===== config.mk =====
export PLATFORM = sky130hd
export DESIGN_NAME = inst_fetch_queue
export DESIGN_NICKNAME = d
export VERILOG_FILES = /design/src/rtl/inst_fetch_queue.sv
export SDC_FILE = /design/constraint.sdc
export NUM_CORES = 1
export LEC_CHECK = 0
export CAP_MARGIN = 40
export CORE_UTILIZATION = 55
export DETAILED_ROUTE_END_ITERATION = 10
export PLACE_DENSITY = 0.78
export SYNTH_ARGS = -nofsm -noshare
export SYNTH_HDL_FRONTEND = slang
export SYNTH_SLANG_ARGS = --single-unit
export TNS_END_PERCENT = 10

===== constraint.sdc =====
create_clock -name clk_in -period 19.5 [get_ports clk_in]
set_input_delay 2.925 -clock clk_in [delete_from_list [all_inputs] [get_ports clk_in]]
set_output_delay 2.925 -clock clk_in [all_outputs]
set_load 0.02 [all_outputs]

===== src/rtl/inst_fetch_queue.sv =====
// Instruction fetch unit: one outstanding memory request at a time,
// returned instructions buffered with their PCs in a FIFO toward decode.
module inst_fetch_queue #(
    parameter int                 ADDR_W     = 32,
    parameter int                 INST_W     = 32,
    parameter int                 DEPTH_LOG  = 3,
    parameter logic [ADDR_W-1:0]  START_ADDR = '0
) (
    input  logic              clk_in,
    input  logic              rst_in,
    input  logic              rdy_in,
    output logic              IF_MC_ask,
    output logic [ADDR_W-1:0] IF_MC_Addr,
    input  logic              MC_IF_ok,
    input  logic              MC_IF_arrive,
    input  logic [INST_W-1:0] MC_IF_Inst,
    input  logic              redirect_valid,
    input  logic [ADDR_W-1:0] redirect_pc,
    output logic              IF_ID_valid,
    output logic [INST_W-1:0] IF_ID_Inst,
    output logic [ADDR_W-1:0] IF_ID_PC,
    input  logic              ID_IF_ready
);

    localparam int DEPTH = 1 << DEPTH_LOG;
    localparam int PTR_W = (DEPTH_LOG > 0) ? DEPTH_LOG : 1;
    localparam int CNT_W = DEPTH_LOG + 1;
    localparam logic [CNT_W-1:0] DEPTH_C = CNT_W'(DEPTH);

    typedef enum logic [1:0] {
        S_IDLE,
        S_ASK,
        S_WAIT,
        S_DISCARD
    } state_t;

    state_t            state_q, state_d;
    logic [ADDR_W-1:0] fetch_pc_q, fetch_pc_d;
    logic              ask_q, ask_d;
    logic [ADDR_W-1:0] addr_q, addr_d;
    logic [PTR_W-1:0]  wr_ptr_q, wr_ptr_d;
    logic [PTR_W-1:0]  rd_ptr_q, rd_ptr_d;
    logic [CNT_W-1:0]  count_q, count_d;
    logic              head_valid_q, head_valid_d;
    logic [INST_W-1:0] head_inst_q, head_inst_d;
    logic [ADDR_W-1:0] head_pc_q, head_pc_d;

    logic [INST_W-1:0] mem_inst_q [DEPTH];
    logic [ADDR_W-1:0] mem_pc_q   [DEPTH];

    logic push;
    logic pop;

    always_comb begin
        state_d      = state_q;
        fetch_pc_d   = fetch_pc_q;
        ask_d        = ask_q;
        addr_d       = addr_q;
        wr_ptr_d     = wr_ptr_q;
        rd_ptr_d     = rd_ptr_q;
        count_d      = count_q;
        head_valid_d = head_valid_q;
        head_inst_d  = head_inst_q;
        head_pc_d    = head_pc_q;
        push         = 1'b0;
        pop          = 1'b0;

        if (rdy_in) begin
            pop = head_valid_q && ID_IF_ready && !redirect_valid;

            unique case (state_q)
                S_IDLE: begin
                    if (!redirect_valid && count_q < DEPTH_C) begin
                        state_d = S_ASK;
                        ask_d   = 1'b1;
                        addr_d  = fetch_pc_q;
                    end
                end
                S_ASK: begin
                    if (MC_IF_ok) begin
                        ask_d   = 1'b0;
                        state_d = redirect_valid ? S_DISCARD : S_WAIT;
                    end else if (redirect_valid) begin
                        ask_d   = 1'b0;
                        state_d = S_IDLE;
                    end
                end
                S_WAIT: begin
                    if (MC_IF_arrive) begin
                        state_d = S_IDLE;
                        if (!redirect_valid) begin
                            push       = 1'b1;
                            fetch_pc_d = fetch_pc_q + ADDR_W'(4);
                        end
                    end else if (redirect_valid) begin
                        state_d = S_DISCARD;
                    end
                end
                S_DISCARD: begin
                    if (MC_IF_arrive) begin
                        state_d = S_IDLE;
                    end
                end
                default: state_d = S_IDLE;
            endcase

            if (redirect_valid) begin
                fetch_pc_d = redirect_pc;
                wr_ptr_d   = '0;
                rd_ptr_d   = '0;
                count_d    = '0;
            end else begin
                if (push) wr_ptr_d = wr_ptr_q + PTR_W'(1);
                if (pop)  rd_ptr_d = rd_ptr_q + PTR_W'(1);
                count_d = count_q + CNT_W'(push) - CNT_W'(pop);
            end

            // Head register tracks the entry at the next read pointer,
            // bypassing the write when that slot is being filled now.
            head_valid_d = (count_d != '0);
            if (count_d == '0) begin
                head_inst_d = '0;
                head_pc_d   = '0;
            end else if (push && wr_ptr_q == rd_ptr_d) begin
                head_inst_d = MC_IF_Inst;
                head_pc_d   = fetch_pc_q;
            end else begin
                head_inst_d = mem_inst_q[rd_ptr_d];
                head_pc_d   = mem_pc_q[rd_ptr_d];
            end
        end
    end

    always_ff @(posedge clk_in) begin
        if (rst_in) begin
            state_q      <= S_IDLE;
            fetch_pc_q   <= START_ADDR;
            ask_q        <= 1'b0;
            addr_q       <= '0;
            wr_ptr_q     <= '0;
            rd_ptr_q     <= '0;
            count_q      <= '0;
            head_valid_q <= 1'b0;
            head_inst_q  <= '0;
            head_pc_q    <= '0;
        end else begin
            state_q      <= state_d;
            fetch_pc_q   <= fetch_pc_d;
            ask_q        <= ask_d;
            addr_q       <= addr_d;
            wr_ptr_q     <= wr_ptr_d;
            rd_ptr_q     <= rd_ptr_d;
            count_q      <= count_d;
            head_valid_q <= head_valid_d;
            head_inst_q  <= head_inst_d;
            head_pc_q    <= head_pc_d;
        end
    end

    always_ff @(posedge clk_in) begin
        if (!rst_in && push) begin
            mem_inst_q[wr_ptr_q] <= MC_IF_Inst;
            mem_pc_q[wr_ptr_q]   <= fetch_pc_q;
        end
    end

    assign IF_MC_ask   = ask_q;
    assign IF_MC_Addr  = addr_q;
    assign IF_ID_valid = head_valid_q;
    assign IF_ID_Inst  = head_inst_q;
    assign IF_ID_PC    = head_pc_q;

endmodule

==> results of run 1 <==
## layout make-up
type	count	area, um^2	area share (%)
Clock buffer	94	1880	5.99
Tap cell	615	769	2.45
Inverter	8	30.0	0.0956
Multi-Input combinational cell	1119	8100	25.8
Clock inverter	27	224	0.713
Sequential cell	654	18200	58.0
Timing Repair Buffer	214	2180	6.94
## worst max-delay path, cell delays in order
cell	delay, ns
clkdlybuf4s50_1	0.46
buf_4	0.34
inv_1	0.29
nand2_1	0.18
ha_1	0.19
inv_1	0.07
ha_1	0.30
a21o_1	0.17
a21oi_1	0.25
xnor3_1	0.27
o41ai_2	0.21
buf_4	0.76
o21bai_1	0.24
a2bb2oi_1	0.10
## logic make-up (layout without fill, tap and decap cells)
group                      count (synthesis)  in the layout
xor gates and xnor gates                  16             16
and+or+nand+nor                          367            367
DFF                                      654            654
buffers and inverters                    144            343
muxes                                    264            264
adders and majority gates                  8              8
AOI/OAI and AO/OA                        464            464
## cells in the final DEF (no fill, tap or decap), drive strengths merged, types with 3 or more instances in the layout
master / synthesis / routed
o21bai: 68 / 68
a31oi: 68 / 68
buf: 56 / 47
nor2b: 7 / 7
xor2: 8 / 8
and3: 13 / 13
clkinv: 0 / 20
and4: 5 / 5
o21ai: 26 / 26
xnor2: 7 / 7
ha: 7 / 7
nand4: 6 / 6
edfxtp: 512 / 512
a221oi: 7 / 7
clkbuf: 80 / 94
a21oi: 76 / 76
mux2i: 200 / 200
a22oi: 3 / 3
clkdlybuf4s50: 0 / 166
a21o: 3 / 3
nor3: 13 / 13
dfxtp: 142 / 142
a211oi: 4 / 4
nor4: 4 / 4
nand2b: 69 / 69
o22ai: 70 / 70
nand3: 21 / 21
nand2: 175 / 175
a2bb2oi: 66 / 66
o22a: 64 / 64
nor2: 38 / 38
mux2: 64 / 64
or3: 3 / 3
inv: 8 / 10
and2: 5 / 5
bufinv: 0 / 3
## worst paths after layout
check,slack (ns),endpoint,from
worst min-delay path,0.46,IF_MC_Addr[23],IF_MC_Addr[23]
worst max register to register,15.63,IF_ID_PC[9],rd_ptr_q[0]
worst max-delay path,13.16,IF_ID_PC[1],redirect_valid
worst min register to register,0.46,IF_MC_Addr[23],IF_MC_Addr[23]
## power groups by stage
stage	combinational (mW)	sequential (mW)	clock [mW]
finish	0.0896	1.52	1.23
global route	0.0950	1.52	1.30
CTS	0.0883	1.52	1.24
detailed placement	0.0876	1.55	0
global placement	0.0838	1.55	0
floorplan	0.0434	1.54	0
## stage by stage
| step | cells | total power [mW] | worst slack [ns] |
|---|---|---|---|
| global placement | 2599 | 1.63 | 12.86 |
| CTS | 2731 | 2.85 | 13.26 |
| detailed placement | 2610 | 1.64 | 12.76 |
| finish | 2731 | 2.84 | 13.16 |
| floorplan | 1917 | 1.59 | 8.28 |
| global route | 2731 | 2.91 | 13.05 |
## flip-flops by register name (all words and copies together) (netlist names)
signal / count
IF_ID_Inst: 32
IF_ID_PC: 32
IF_ID_valid: 1
IF_MC_Addr: 32
IF_MC_ask: 1
count_q: 4
fetch_pc_q: 32
mem_inst_q: 256
mem_pc_q: 256
rd_ptr_q: 3
state_q: 2
wr_ptr_q: 3
## metal layers
layer  up-vias  wire length (um)  part of all wire, %  track usage (%)
met5         -                 0                    0                0
met4         0              1760                  2.7             9.88
met3       133              5430                  8.4             3.72
met2       866             31100                   48             42.4
met1      8544             26700                   41             35.8
li1       7666                 -                    -                -
==> impl_metrics.py, run 1 <==
metrics = {
    "logic_synthesis": {
        "syn_area_mm2": 0.0268,
        "synth_flop_cell": "edfxtp_1",
        "synthCells": 1917,
        "async_flop_share_pct": 0,
        "synth_seq_cells": 654,
        "post_synth_main_area_contributors": "edfxtp_1 57%, dfxtp_1 11%, mux2i_1 7.5%",
        "synth_cell_types": 53,
        "synth_area_per_cell_um2": 14.0,
        "synth_most_common_cell": "edfxtp_1",
        "yosysWarnings": 0,
        "synth_top_family_by_area": "compound AO/OA/AOI/OAI gates",
        "synth_compound_area_share_pct": 12.1,
        "synth_edf_count": 512,
        "synthMuxAreaShare_pct": 10.2,
        "synth_fa_ha_area_share_pct": 0.402,
        "syn-num-nets": 1996,
        "netlist_top_cells_count": "512 x edfxtp_1, 200 x mux2i_1, 175 x nand2_1",
        "synth_top_cell_by_area": "edfxtp_1",
        "yosysSeqAreaShare_pct": 68.0,
        "synth-xor-area-share_pct": 0.574,
        "yosys.area.top_type_share_pct": 57.4,
        "yosys.area_share.simple_pct": 6.54,
    },
    "critical_path": {
        "critPathArrivalTime_ns": 6.81,
        "critPathLaunchType": "input port",
        "required_ns": 19.97,
        "worstRegToRegCells": 11,
        "worstSetupEndpointType": "flip-flop",
        "critPathMaxFanout": 65,
        "path_class": "in -> reg",
    },
    "timing": {
        "slew_viol_final": 0,
        "rsz0062_at_grt": "false",
        "setup-tns-final_ns": 0,
        "period_share_pct": 32.5,
        "worstMarginPinSlew_ns": 0.974,
        "setup_viol": 0,
        "fin_skew_ns": 0.0322,
        "hold_viol": 0,
        "max_slew_margin_pct": 35.1,
        "fin_crit_ns": 6.34,
        "fmax_ghz": 0.158,
        "whs_ns": 0.455,
    },
    "cells_and_area": {
        "nNetsFinal": 2143,
        "drive_above_1_share_pct": 10.5,
        "antenna_cells": 0,
        "syn_to_final_growth_pct": 17.2,
        "final_cell_area_mm2": 0.0314,
        "fill_cells": 3324,
        "post-route-util_pct": 65.5,
    },
    "pwr": {
        "p_seq_share_pct": 53.5,
        "vdd_drop_max_mv": 0.0682,
        "clock_power_share_pct": 43.3,
        "p_sw_share_pct": 20.6,
        "p_int_mw": 2.26,
        "power.leakage_nw": 11.3,
        "p_switching_mw": 0.585,
        "p_comb_share_pct": 3.2,
        "power_density_mw_per_mm2": 90.5,
    },
    "clocking": {
        "cts.clk_slew.worst_paths_ns": 0.06,
        "cts.repair.resized": 0,
        "htree_levels": 3,
        "hold_buffers": 0,
        "clkSinkCount": 654,
        "cts_setup_buffers": 0,
        "cts-root-buf": "clkbuf_16",
        "clk_latency_ns": 0.59,
        "cts-buffers-inserted": 67,
        "max-clock-path-buffers": 3,
        "cts_tree": "built",
    },
    "global_routing": {
        "grt_overflow": 0,
        "antenna_found_initial": 1,
        "grt_pass1_vias": 17500,
        "grt_max_degree": 81,
        "grt_pass1_wl_mm": 99.3,
        "grt.total_usage_pct": 26.1,
    },
    "place": {
        "routabilityCongestion": 0.860,
        "placedInstanceArea_mm2": 0.0293,
        "dp_hpwl_mm": 36.8,
        "io_buffers": 168,
    },
    "die": {
        "ioPinCount": 169,
        "die_w_um": 223,
        "num_rows": 80,
        "core_region_area_mm2": 0.0479,
        "fp.dieH_um": 223,
        "initial_core_util_pct": 55.9,
        "dieArea_mm2": 0.0496,
    },
    "run": {
        "max_cap_viol_count": 0,
    },
    "detailed_routing": {
        "drc_errors": 0,
        "routedWlPerCell_um": 23.8,
        "num_vias": 17200,
        "vias_per_cell": 6.30,
        "wirelength_mm": 65.0,
        "drt-pass1-iter-count": 7,
        "drt-initial-drc-count": 1856,
        "drtAntennaViolNets": 0,
    },
    "outcome": {
        "outcome": "complete, no violations",
    },
    "worst_hold_path": {
        "hold_path_class": "reg -> reg",
        "whs_path_depth": 2,
    },
}
Note: power is estimated with default switching activity, not from simulation.
==> inputs of run 2 (changes only) <==
--- a/config.mk
+++ b/config.mk
@@ -6,7 +6,7 @@
 export NUM_CORES = 1
 export LEC_CHECK = 0
 export CAP_MARGIN = 40
-export CORE_UTILIZATION = 55
+export CORE_UTILIZATION = 53
 export DETAILED_ROUTE_END_ITERATION = 10
 export PLACE_DENSITY = 0.78
 export SYNTH_ARGS = -nofsm -noshare
==> constraint.sdc (replaced) <==
create_clock -name clk_in -period 5.4 [get_ports clk_in]
set_input_delay 0.81 -clock clk_in [delete_from_list [all_inputs] [get_ports clk_in]]
set_output_delay 0.81 -clock clk_in [all_outputs]
set_load 0.02 [all_outputs]
==> run 2 against run 1 <==
  * Register-to-register slack lost 14 ns
  * Power grew to 3.6 times the previous value
  * Combinational power grew to 3.7 times the previous value
  * Sequential power grew to 3.6 times the previous value
  * Wire length grew 0.88%
  * Non-clock buffer count is the same
  * Utilization shrank 2.4 points
  * Critical path type unchanged
==> impl_metrics.py, run 2 (synthesized netlist as in run 1, its figures left out) <==
metrics = {
    "global_routing": {
        "grtUsageMet2_pct": 40.8,
        "grt_pass1_wl_mm": 99.7,
        "use_met1_pct": 35.3,
        "grt_overflow": 0,
        "antenna_found_initial": 1,
        "grt_pass1_vias": 17100,
        "grt_max_degree": 101,
        "use_met3_pct": 4.28,
        "grt.total_usage_pct": 25.7,
        "grt.busiest_layer": "met2",
    },
    "detailed_routing": {
        "drtAntennaViolNets": 0,
        "num_vias": 17200,
        "drt-initial-drc-count": 1628,
        "drt-pass1-iter-count": 6,
        "routedWlPerCell_um": 23.6,
        "drc_errors": 0,
        "wirelength_mm": 65.6,
        "vias_per_cell": 6.17,
    },
    "die": {
        "die_w_um": 227,
        "initial_core_util_pct": 53.6,
        "num_rows": 82,
        "fp.dieH_um": 227,
        "ioPinCount": 169,
        "dieArea_mm2": 0.0515,
        "core_region_area_mm2": 0.0500,
    },
    "worst_hold_path": {
        "hp-start": "IF_MC_Addr[26]",
        "hold_end": "IF_MC_Addr[26]",
        "hold_path_class": "reg -> reg",
        "whs_path_depth": 2,
    },
    "clocking": {
        "max-clock-path-buffers": 3,
        "cts.clk_slew.worst_paths_ns": 0.06,
        "htree_levels": 2,
        "clkSinkCount": 654,
        "cts_tree": "built",
        "cts-buffers-inserted": 61,
        "cts-root-buf": "clkbuf_16",
        "clk_latency_ns": 0.63,
        "cts.repair.resized": 0,
        "hold_buffers": 0,
        "cts_setup_buffers": 0,
    },
    "pwr": {
        "p_int_mw": 8.13,
        "vdd_drop_max_mv": 0.234,
        "power_density_mw_per_mm2": 324,
        "p_seq_share_pct": 53.8,
        "clock_power_share_pct": 43.0,
        "p_switching_mw": 2.08,
        "power.leakage_nw": 11.3,
        "p_sw_share_pct": 20.4,
        "total_power_mw": 10.2,
        "p_comb_share_pct": 3.2,
    },
    "timing": {
        "fin_skew_ns": 0.0202,
        "fin_crit_ns": 4.12,
        "worstMarginPinSlew_ns": 0.926,
        "setup-tns-final_ns": 0,
        "fmax_ghz": 0.243,
        "setup_viol": 0,
        "period_share_pct": 76.3,
        "fin_ws_ns": 1.28,
        "slew_viol_final": 0,
        "max_slew_margin_pct": 38.2,
        "hold_viol": 0,
        "whs_ns": 0.454,
        "rsz0062_at_grt": "false",
    },
    "outcome": {
        "outcome": "complete, no violations",
    },
    "critical_path": {
        "r2r-end": "IF_ID_PC[27]",
        "critPathLaunchType": "input port",
        "crit_path_cell_trace": "clkdlybuf4s50_1 -> inv_1 -> nand2_1 -> ha_1 -> inv_1 -> ha_1 -> a21o_1 -> a21oi_1 -> xnor3_1 -> o41ai_2 -> buf_4 -> o21bai_1 -> a2bb2oi_1",
        "worstSetupEndpointType": "flip-flop",
        "critPathMaxFanout": 43,
        "crit_path_start": "redirect_valid",
        "crit_slowest_cell": "clkdlybuf4s50_1",
        "worstRegToRegCells": 12,
        "required_ns": 5.90,
        "critPathArrivalTime_ns": 4.62,
        "reg2reg_slack_ns": 1.86,
        "timing.rr.start": "state_q[1]",
        "critPathBufInv": 4,
        "path_class": "in -> reg",
        "cpLargestDelayFamily": "buffers and inverters",
        "max_stage_delay_ns": 0.68,
    },
    "place": {
        "dp_hpwl_mm": 36.4,
        "routabilityCongestion": 0.870,
        "place_ws_ns": 0.778,
        "placedInstanceArea_mm2": 0.0295,
        "io_buffers": 168,
        "dp_cells": 2667,
    },
    "cells_and_area": {
        "fill_cells": 3558,
        "reg_top3": "mem_inst_q (256), mem_pc_q (256)",
        "final_cell_area_mm2": 0.0315,
        "syn_to_final_growth_pct": 17.7,
        "mostFrequentLayoutCells": "512 x edfxtp_1, 198 x mux2i_1, 175 x nand2_1, 166 x clkdlybuf4s50_1, 142 x dfxtp_1",
        "stdcell_count": 2783,
        "final_common_cell": "edfxtp_1",
        "nNetsFinal": 2137,
        "drive_above_1_share_pct": 10.8,
        "post-route-util_pct": 63.1,
    },
    "run": {
        "max_cap_viol_count": 0,
    },
}
## run 2: cell types whose count changed in the layout (fill, tap and decap cells not counted), sizes merged
cell / before / now
diode: 0 / 1
bufinv: 3 / 7
clkbuf: 94 / 83
clkinv: 20 / 19
clkinvlp: 2 / 4
## run 2: power by group through the flow
stage	clock network [mW]	registers, mW	logic (mW)
floorplan	0	5.58	0.157
global placement	0	5.59	0.307
detailed placement	0	5.60	0.321
CTS	4.43	5.49	0.324
global route	4.63	5.49	0.348
finish	4.39	5.49	0.328
## run 2: how the worst max path moves through the flow
stage,end,cells after the start
after detailed placement,IF_ID_PC[19],13
after CTS,IF_ID_PC[4],13
after global routing,IF_ID_PC[27],13
after global placement,IF_ID_PC[24],13
after floorplan,mem_inst_q[5][0],6
final,IF_ID_PC[27],13
## run 2: routing by layer
| metal | vias to the layer above | part of all wire, % |
|---|---|---|
| li1 | 7647 | - |
| met1 | 8531 | 41 |
| met2 | 857 | 47 |
| met3 | 147 | 8.7 |
| met4 | 0 | 3.3 |
| met5 | - | 0 |
## run 2: final cells by class
cell class / instances / area, um^2 / share of cell area (%)
antenna: 1 / 2.50 / 0.00793
clock buffer: 83 / 1720 / 5.46
multi-input combinational: 1119 / 8140 / 25.8
tap: 672 / 841 / 2.67
inverter: 8 / 30.0 / 0.0952
sequential: 654 / 18200 / 57.8
timing repair buffer: 214 / 2250 / 7.13
clock inverter: 32 / 342 / 1.08
## run 2: worst reg2reg max path: stages, from the launching register on
cell       delay, ns
dfxtp_1         0.51
and3b_1         0.30
nand2_1         0.11
ha_1            0.31
inv_1           0.04
ha_1            0.20
a21o_1          0.19
a21oi_1         0.27
xnor3_1         0.28
o41ai_2         0.27
buf_4           0.59
o21bai_1        0.25
a2bb2oi_1       0.10
